[src/rtl/muldiv_pkg.sv]
// Shared definitions for the sequential MIPS multiply/divide controller:
// op encodings, FSM state encoding and the shared ALU add/sub opsel codes.
package muldiv_pkg;

  localparam int MD_W        = 32;
  localparam int ALU_OPSEL_W = 4;

  // Opsel codes as decoded by the core's shared ALU
  localparam logic [ALU_OPSEL_W-1:0] ALU_ADDU = 4'b0010;
  localparam logic [ALU_OPSEL_W-1:0] ALU_SUBU = 4'b0110;

  typedef enum logic [1:0] {
    MD_MULT  = 2'b00,
    MD_MULTU = 2'b01,
    MD_DIV   = 2'b10,
    MD_DIVU  = 2'b11
  } md_op_e;

  typedef enum logic [2:0] {
    MD_IDLE   = 3'd0,
    MD_NEG_A  = 3'd1,
    MD_NEG_B  = 3'd2,
    MD_ITER   = 3'd3,
    MD_FIX_LO = 3'd4,
    MD_FIX_HI = 3'd5,
    MD_DONE   = 3'd6
  } md_state_e;

endpackage

[src/rtl/muldiv_fsm.sv]
// Sequencer for muldiv_seq: state register, iteration counter and busy/done.
// The state is exported so the top (and any bound checker) can decode it.
module muldiv_fsm
  import muldiv_pkg::*;
#(
  parameter int W = MD_W
) (
  input  logic      clk,
  input  logic      rst_n,
  input  logic      start,
  output md_state_e state,
  output logic      busy,
  output logic      done,
  output logic      accept
);

  localparam int CNT_W = $clog2(W);
  localparam logic [CNT_W-1:0] CNT_LAST = CNT_W'(W - 1);

  md_state_e        state_nxt;
  logic [CNT_W-1:0] cnt, cnt_nxt;

  always_ff @(posedge clk or negedge rst_n) begin
    if (!rst_n) begin
      state <= MD_IDLE;
      cnt   <= '0;
    end else begin
      state <= state_nxt;
      cnt   <= cnt_nxt;
    end
  end

  always_comb begin
    state_nxt = state;
    cnt_nxt   = cnt;
    case (state)
      MD_IDLE:   if (start) state_nxt = MD_NEG_A;
      MD_NEG_A:  state_nxt = MD_NEG_B;
      MD_NEG_B: begin
        state_nxt = MD_ITER;
        cnt_nxt   = '0;
      end
      MD_ITER: begin
        cnt_nxt = cnt + 1'b1;
        if (cnt == CNT_LAST) state_nxt = MD_FIX_LO;
      end
      MD_FIX_LO: state_nxt = MD_FIX_HI;
      MD_FIX_HI: state_nxt = MD_DONE;
      MD_DONE:   state_nxt = MD_IDLE;
      default:   state_nxt = MD_IDLE;
    endcase
  end

  // Handshake: start is taken only in IDLE (accept); busy covers every cycle
  // after that up to, not including, the single done cycle.
  assign accept = (state == MD_IDLE) && start;
  assign busy   = (state != MD_IDLE) && (state != MD_DONE);
  assign done   = (state == MD_DONE);

endmodule

[src/rtl/muldiv_seq.sv]
// MULT/MULTU/DIV/DIVU controller that time-shares the core ALU, one add/sub per
// cycle. Define MULDIV_DIV0_FLAG_EN to add the div0 divide-by-zero flag output.
module muldiv_seq
  import muldiv_pkg::*;
#(
  parameter int W       = MD_W,
  parameter int OPSEL_W = ALU_OPSEL_W
) (
  input  logic               clk,
  input  logic               rst_n,
  input  logic               start,
  input  logic [1:0]         op,
  input  logic [W-1:0]       rs,
  input  logic [W-1:0]       rt,
  output logic               busy,
  output logic               done,
  output logic [W-1:0]       hi,
  output logic [W-1:0]       lo,
`ifdef MULDIV_DIV0_FLAG_EN
  output logic               div0,
`endif
  output logic [W-1:0]       alu_op_a,
  output logic [W-1:0]       alu_op_b,
  output logic [OPSEL_W-1:0] alu_opsel,
  input  logic [W-1:0]       alu_result,
  input  logic               alu_cf
);

  localparam logic [OPSEL_W-1:0] OPSEL_ADD = OPSEL_W'(ALU_ADDU);
  localparam logic [OPSEL_W-1:0] OPSEL_SUB = OPSEL_W'(ALU_SUBU);

  md_state_e    state;
  logic         accept;
  md_op_e       op_q;
  logic [W-1:0] a_q, b_q;
  logic         neg_q, neg_r, lo_zero;
  logic         div_op, sgn_op;
  logic [W-1:0] shifted, b_mag;

  muldiv_fsm #(.W(W)) u_fsm (
    .clk    (clk),
    .rst_n  (rst_n),
    .start  (start),
    .state  (state),
    .busy   (busy),
    .done   (done),
    .accept (accept)
  );

  assign div_op  = (op_q == MD_DIV) || (op_q == MD_DIVU);
  assign sgn_op  = (op_q == MD_MULT) || (op_q == MD_DIV);
  assign shifted = {hi[W-2:0], lo[W-1]};
  assign b_mag   = (sgn_op && b_q[W-1]) ? alu_result : b_q;

  always_comb begin
    alu_op_a  = '0;
    alu_op_b  = '0;
    alu_opsel = OPSEL_ADD;
    case (state)
      MD_NEG_A: begin
        alu_opsel = OPSEL_SUB;
        alu_op_b  = a_q;
      end
      MD_NEG_B: begin
        alu_opsel = OPSEL_SUB;
        alu_op_b  = b_q;
      end
      MD_ITER: begin
        if (div_op) begin
          alu_opsel = OPSEL_SUB;
          alu_op_a  = shifted;
          alu_op_b  = b_q;
        end else begin
          alu_op_a = hi;
          alu_op_b = lo[0] ? a_q : '0;
        end
      end
      MD_FIX_LO: begin
        alu_opsel = OPSEL_SUB;
        alu_op_b  = lo;
      end
      MD_FIX_HI: begin
        if (div_op) begin
          alu_opsel = OPSEL_SUB;
          alu_op_b  = hi;
        end else begin
          // Two's complement of {HI,LO}: carry out of the LO negate is lo_zero
          alu_op_a = ~hi;
          alu_op_b = {{(W-1){1'b0}}, lo_zero};
        end
      end
      default: ;
    endcase
  end

  // a_q holds the multiplicand magnitude; b_q the multiplier/divisor magnitude
  always_ff @(posedge clk or negedge rst_n) begin
    if (!rst_n) begin
      op_q    <= MD_MULT;
      a_q     <= '0;
      b_q     <= '0;
      neg_q   <= 1'b0;
      neg_r   <= 1'b0;
      lo_zero <= 1'b0;
      hi      <= '0;
      lo      <= '0;
    end else begin
      case (state)
        MD_IDLE: if (accept) begin
          op_q  <= md_op_e'(op);
          a_q   <= rs;
          b_q   <= rt;
          neg_q <= ~op[0] & (rs[W-1] ^ rt[W-1]);
          neg_r <= ~op[0] & rs[W-1];
        end
        MD_NEG_A: if (sgn_op && a_q[W-1]) a_q <= alu_result;
        MD_NEG_B: begin
          b_q <= b_mag;
          hi  <= '0;
          lo  <= div_op ? a_q : b_mag;
        end
        MD_ITER: begin
          if (div_op) begin
            if (hi[W-1] | alu_cf) begin
              hi <= alu_result;
              lo <= {lo[W-2:0], 1'b1};
            end else begin
              hi <= shifted;
              lo <= {lo[W-2:0], 1'b0};
            end
          end else begin
            hi <= {alu_cf, alu_result[W-1:1]};
            lo <= {alu_result[0], lo[W-1:1]};
          end
        end
        MD_FIX_LO: begin
          if (neg_q) lo <= alu_result;
          lo_zero <= (lo == '0);
        end
        MD_FIX_HI: if (div_op ? neg_r : neg_q) hi <= alu_result;
        default: ;
      endcase
    end
  end

`ifdef MULDIV_DIV0_FLAG_EN
  // A zero divisor stays zero through negation, so b_q still identifies it
  always_ff @(posedge clk or negedge rst_n) begin
    if (!rst_n) begin
      div0 <= 1'b0;
    end else if (accept) begin
      div0 <= 1'b0;
    end else if (state == MD_FIX_HI) begin
      div0 <= div_op && (b_q == '0);
    end
  end
`endif

endmodule

[config.mk]
export PLATFORM = sky130hd
export DESIGN_NAME = muldiv_seq
export DESIGN_NICKNAME = d
export VERILOG_FILES = /design/src/rtl/muldiv_pkg.sv /design/src/rtl/muldiv_fsm.sv /design/src/rtl/muldiv_seq.sv
export SDC_FILE = /design/constraint.sdc
export NUM_CORES = 1
export LEC_CHECK = 0
export CAP_MARGIN = 15
export CORE_MARGIN = 8
export CORE_UTILIZATION = 55
export DETAILED_ROUTE_END_ITERATION = 10
export GPL_ROUTABILITY_DRIVEN = 0
export PLACE_DENSITY = 0.92
export SLEW_MARGIN = 20
export SYNTH_ARGS = -nofsm -noshare
export SYNTH_HDL_FRONTEND = slang
export SYNTH_SLANG_ARGS = --single-unit
[constraint.sdc]
create_clock -name clk -period 3.1 [get_ports clk]
set_clock_uncertainty 0.2 [all_clocks]
set_input_delay 0.62 -clock clk [delete_from_list [all_inputs] [get_ports clk]]
set_output_delay 0.62 -clock clk [all_outputs]
set_load 0.1 [all_outputs]
# Yosys cells after proc, flatten, opt, wreduce, memory -nomap -nowiden
# Index checks and enable logic that the tools add are counted.
# W data, S select, Z words.
dict set report word_totals {
  register_bits 141
  input_bits 102
  output_inout_bits 134
  word_cells 85
}
dict set report op_classes {
  n_addsub 1
  eq_ne 16
  muxes 29
  bitwise_logic 6
  reduce_logical 23
}
# op count
set ops {}
lappend ops {{$mux W32} 15}
lappend ops {{$pmux W32 S2} 3}
lappend ops {{$pmux W32 S3} 2}
lappend ops {{$pmux W32 S5} 1}
lappend ops {{$logic_not A32 Y1} 1}
lappend ops {{$not A32 Y32} 1}
lappend ops {{$pmux W3 S6} 1}
lappend ops {{$ne A2 B2 Y1 const B} 5}
lappend ops {{$pmux W5 S2} 1}
lappend ops {{$reduce_and A2 Y1} 5}
lappend ops {{$eq A3 B3 Y1 const B} 3}
lappend ops {{$mux W3} 3}
lappend ops {{$reduce_bool A3 Y1} 3}
lappend ops {{$eq A3 B2 Y1 const B} 2}
lappend ops {{$pmux W3 S2} 1}
lappend ops {{$reduce_bool A2 Y1} 3}
lappend ops {{$add A5 B1 Y5 const B} 1}
lappend ops {{$eq A5 B5 Y1 const B} 1}
lappend ops {{$eq A2 B2 Y1 const B} 2}
lappend ops {{$logic_and A1 B1 Y1} 4}
lappend ops {{$eq A3 B1 Y1 const B} 1}
lappend ops {{$logic_not A3 Y1} 1}
lappend ops {{$ne A3 B3 Y1 const B} 1}
lappend ops {{$reduce_and A3 Y1} 1}
lappend ops {{10 further kinds} 13}

# Longest topological paths before layout
dict set report logic_depth {
  depth_word 6
  depth_mapped 7
  depth_no_buf 5
}

# Modules after synthesis
# A second synthesis with hierarchy kept.
dict set report hier_totals {
  hier_cells 1115
  hier_area_um2 9788.1
}
# mod n_inst cells_each area_each_um2 seq_area_each_um2
set modules_own_cells {}
lappend modules_own_cells {muldiv_seq 1 1071 9322.7 3328.2}
lappend modules_own_cells {muldiv_fsm 1 44 465.4 200.2}

# Worst setup path before layout
# No wires, ideal clock.
dict set report synth_timing {
  path_kind {register -> output}
  startpoint {register u_fsm.state[1]}
  endpoint {output port alu_op_a[30]}
  arrival_time_ps 3365
  required_ps 2280
  setup_slack_ps -1085
  path_stages_with_launch 8
  path_buffers 3
  path_cell_list {dfrtp_1 > buf_2 > buf_2 > nand3b_4 > clkbuf_1 > nor2_1 > a21oi_1 > o21ai_0}
}
dict set report synth_between {
  elab_chain_len 2
  word_cells_on_any_way 3
  cone_classes {2 x eq/ne; 1 x mux}
}
# item line_no
set synth_lines {}
lappend synth_lines {{start, declared} muldiv_fsm.sv:11} ;# output md_state_e state,
lappend synth_lines {{start signal, assigned} muldiv_fsm.sv:28} ;# state <= state_nxt;
lappend synth_lines {{$eq A3 B3 Y1 or $eq A3 B2 Y1 (tied branches)} muldiv_seq.sv:59} ;# case (state)
lappend synth_lines {{$pmux W32 S2 (*)} muldiv_seq.sv:59}
lappend synth_lines {{end, declared} muldiv_seq.sv:22} ;# output logic [W-1:0] alu_op_a,
# Every way passes the cells marked *; elsewhere a longest branch is shown, timed or not.

# Worst setup path after layout
dict set report layout_timing {
  startpoint {register u_fsm.state[1]}
  endpoint {output port alu_op_a[9]}
}
# Same word-level chain as after synthesis.

==> results_dict.tcl <==
set metrics [dict create \
    status "complete, but fails checks" \
    violations "DRC" \
    r2r_slack_ns 0.30 \
    drive_gt1_share_pct 27.1 \
    dpl.hpwl_um 24800 \
    period_share_pct 98.5 \
    antenna_cells 0 \
    fmax_ghz 0.328 \
    slew_violations 0 \
    viasPerCell 6.94 \
    first_pass_iters 11 \
    clk_pin_slew_ns 0.06 \
    path_class "reg -> out" \
    seqCellArea_mm2 0.00353 \
    synth_area_mm2 0.00965 \
    core-area_mm2 0.0172 \
    r2r_cells 5 \
    cts_tree "yes" \
    synth-edff-count 0 \
    grt_max_degree 87 \
    ant_nets 0 \
    floorplan.initialDensity_pct 56.0 \
    wl_um 38800 \
    min_path_type "reg -> reg" \
    dp.cells 1528 \
    multi_input_area_mm2 0.00584 \
    overflow 0 \
    postPlaceCellArea_mm2 0.0129 \
    num_rows 48 \
    setup-violations-final 0 \
    die_w_um 148 \
    synthDistinctLibCells 51 \
    worst_pin_slew_ns 1.11 \
    path_max_fanout 37 \
    netlist_instances 1138 \
    die-area_mm2 0.0220 \
    num_vias 10868 \
    final_util_pct 79.1 \
    start_kind "flop" \
    critical_path.endpoint "alu_op_a[9]" \
    cp.required_ns 2.28 \
    layout_commonest_cell "nor2_1" \
    num_io_pins 236 \
    grt_setup_unrepaired "yes" \
    cts.sinks 141 \
    cts_root_buf "clkbuf_16" \
    grt_pass1_wl_um 60200 \
    final_cell_mix "194 x nor2_1, 138 x dfrtp_1, 100 x clkdlybuf4s50_1, 100 x buf_4, 98 x a21oi_1" \
    crit_start "u_fsm.state[1]$_DFFE_PN0P_" \
    syn_avg_cell_area_um2 8.48 \
    cap_violations 0 \
    synthArstFlopShare_pct 100 \
    htree_levels 4 \
    stdcell_area_mm2 0.0136 \
    finalHoldViolCount 0 \
    die_y_um 148 \
    worstSkewPairLatency_ns 0.44 \
    wl_per_cell_um 24.8 \
    syn_to_final_growth_pct 41.2 \
    drt_iter0_drc 1530 \
    synth_seq_cells 141 \
    min_period_ns 3.05 \
    grt_use_total_pct 34.6 \
    cts-buffers-inserted 17 \
    nets 1433 \
    grt_pass1_vias 11054 \
    port_buffers 232 \
    clockBufferDepth 2 \
    r2r_start "u_fsm.state[2]$_DFFE_PN0P_" \
    ys_seq_area_share_pct 36.6 \
    num-fill-cells 1022 \
    slew_headroom_pct 25.7 \
    drc 6 \
    synth-main-ff-cell "dfrtp_1" \
    regToRegEndpoint "lo[4]$_DFFE_PN0P_" \
    arrival_ns 2.23 \
    synth-warning-count 0 \
    cp-end-kind "output pin" \
    antenna_found_initial 0 \
    instances_no_fill 1566 \
]
[per-stage QoR]
step                      worst slack, ns  hold WS [ns]  TNS (ns)
after detailed placement          -0.0167         0.280   -0.0416
after floorplan                    0.0815         0.124         0
after global placement              0.157         0.266         0
after CTS                          0.0332         0.293         0
after global routing             -0.00803         0.324  -0.00803
final                              0.0477         0.294         0
[sequential cells by signal, indices dropped and copies added, names as in the netlist]
signal       flops
lo              32
a_q             32
lo_zero          1
hi              32
neg_q            1
b_q             32
neg_r            1
u_fsm.cnt        5
u_fsm.state      3
op_q             2
[cell type report]
class	instances	area share (%)
tap	225	2.07
clock buffer	20	3.35
inverter	4	0.138
sequential	141	25.9
clock inverter	11	1.40
multi-input combinational	886	42.9
timing repair buffer	279	24.3
[how the worst min path moves through the flow]
stage	cells past startpoint	end	from	slack, ns
floorplan	0	a_q[0]$_DFFE_PN0P_	rst_n	0.12
detailed placement	1	lo_zero$_DFFE_PN0N_	lo_zero$_DFFE_PN0N_	0.28
global placement	1	lo_zero$_DFFE_PN0N_	lo_zero$_DFFE_PN0N_	0.27
finish	1	lo_zero$_DFFE_PN0N_	lo_zero$_DFFE_PN0N_	0.29
CTS	1	lo_zero$_DFFE_PN0N_	lo_zero$_DFFE_PN0N_	0.29
global route	1	lo_zero$_DFFE_PN0N_	lo_zero$_DFFE_PN0N_	0.32
[kinds of logic (layout without fill, tap and decap cells)]
logic type               Yosys count  count (layout)  share of synthesized area [%]
XOR/XNOR                           1               1                         0.0908
flip-flops                       141             141                           36.6
AND/OR/NAND/NOR                  403             403                           18.4
buffers and inverters            113             314                           6.07
other                              2               3                         0.0778
multiplexers                     131             131                           14.4
AO/OA/AOI/OAI                    345             346                           24.1
adder cells (fa/ha/maj)            2               2                          0.259
[worst max-delay path: stages, from the launching register on]
cell,delay (ns)
dfrtp_2,0.55
and3b_4,0.43
buf_12,0.25
a21oi_1,0.12
o21ai_2,0.22
buf_12,0.21
[Yosys cell counts (2+ instances only)]
master	instances	area, um^2
nor2_1	198	743
dfrtp_1	141	3530
nand2_1	105	394
a21oi_1	100	500
mux2i_1	67	671
buf_2	63	315
a222oi_1	62	621
o21ai_0	62	310
mux2_2	53	597
nand2b_1	39	244
nand3_1	35	175
a31oi_1	32	200
o211ai_1	31	233
clkbuf_1	24	90.1
o22ai_1	22	138
o21ai_1	13	65.1
mux2_1	11	124
buf_4	10	75.1
o22ai_2	10	125
nor4_1	8	50.1
buf_1	6	22.5
buf_6	6	67.6
inv_1	4	15.0
a22o_1	2	17.5
and3_1	2	12.5
conb_1	2	7.51
ha_1	2	25.0
nand4_1	2	12.5
nor3_1	2	10.0
nor3b_2	2	25.0
o21ai_4	2	32.5
[metal layers]
layer / track usage [%] / vias up / share of wire (%)
met5: 0 / - / 0
met2: 55.0 / 930 / 47
met1: 39.2 / 5104 / 34
met3: 10.3 / 240 / 13
li1: - / 4594 / -
met4: 24.5 / 0 / 6.7
[timing repair]
action | in CTS | in global routing
gates resized for setup | 5 | 11
setup buffers | 5 | 0
hold buffers | 1 | 0
endpoints found under the setup margin | 59 | 35
gates cloned | 1 | 0
endpoints found under the hold margin | 30 | 0
pin swaps | 0 | 1
Power is not shown: default switching activity piles up to over one toggle a cycle in this logic, so the estimate is an artifact.
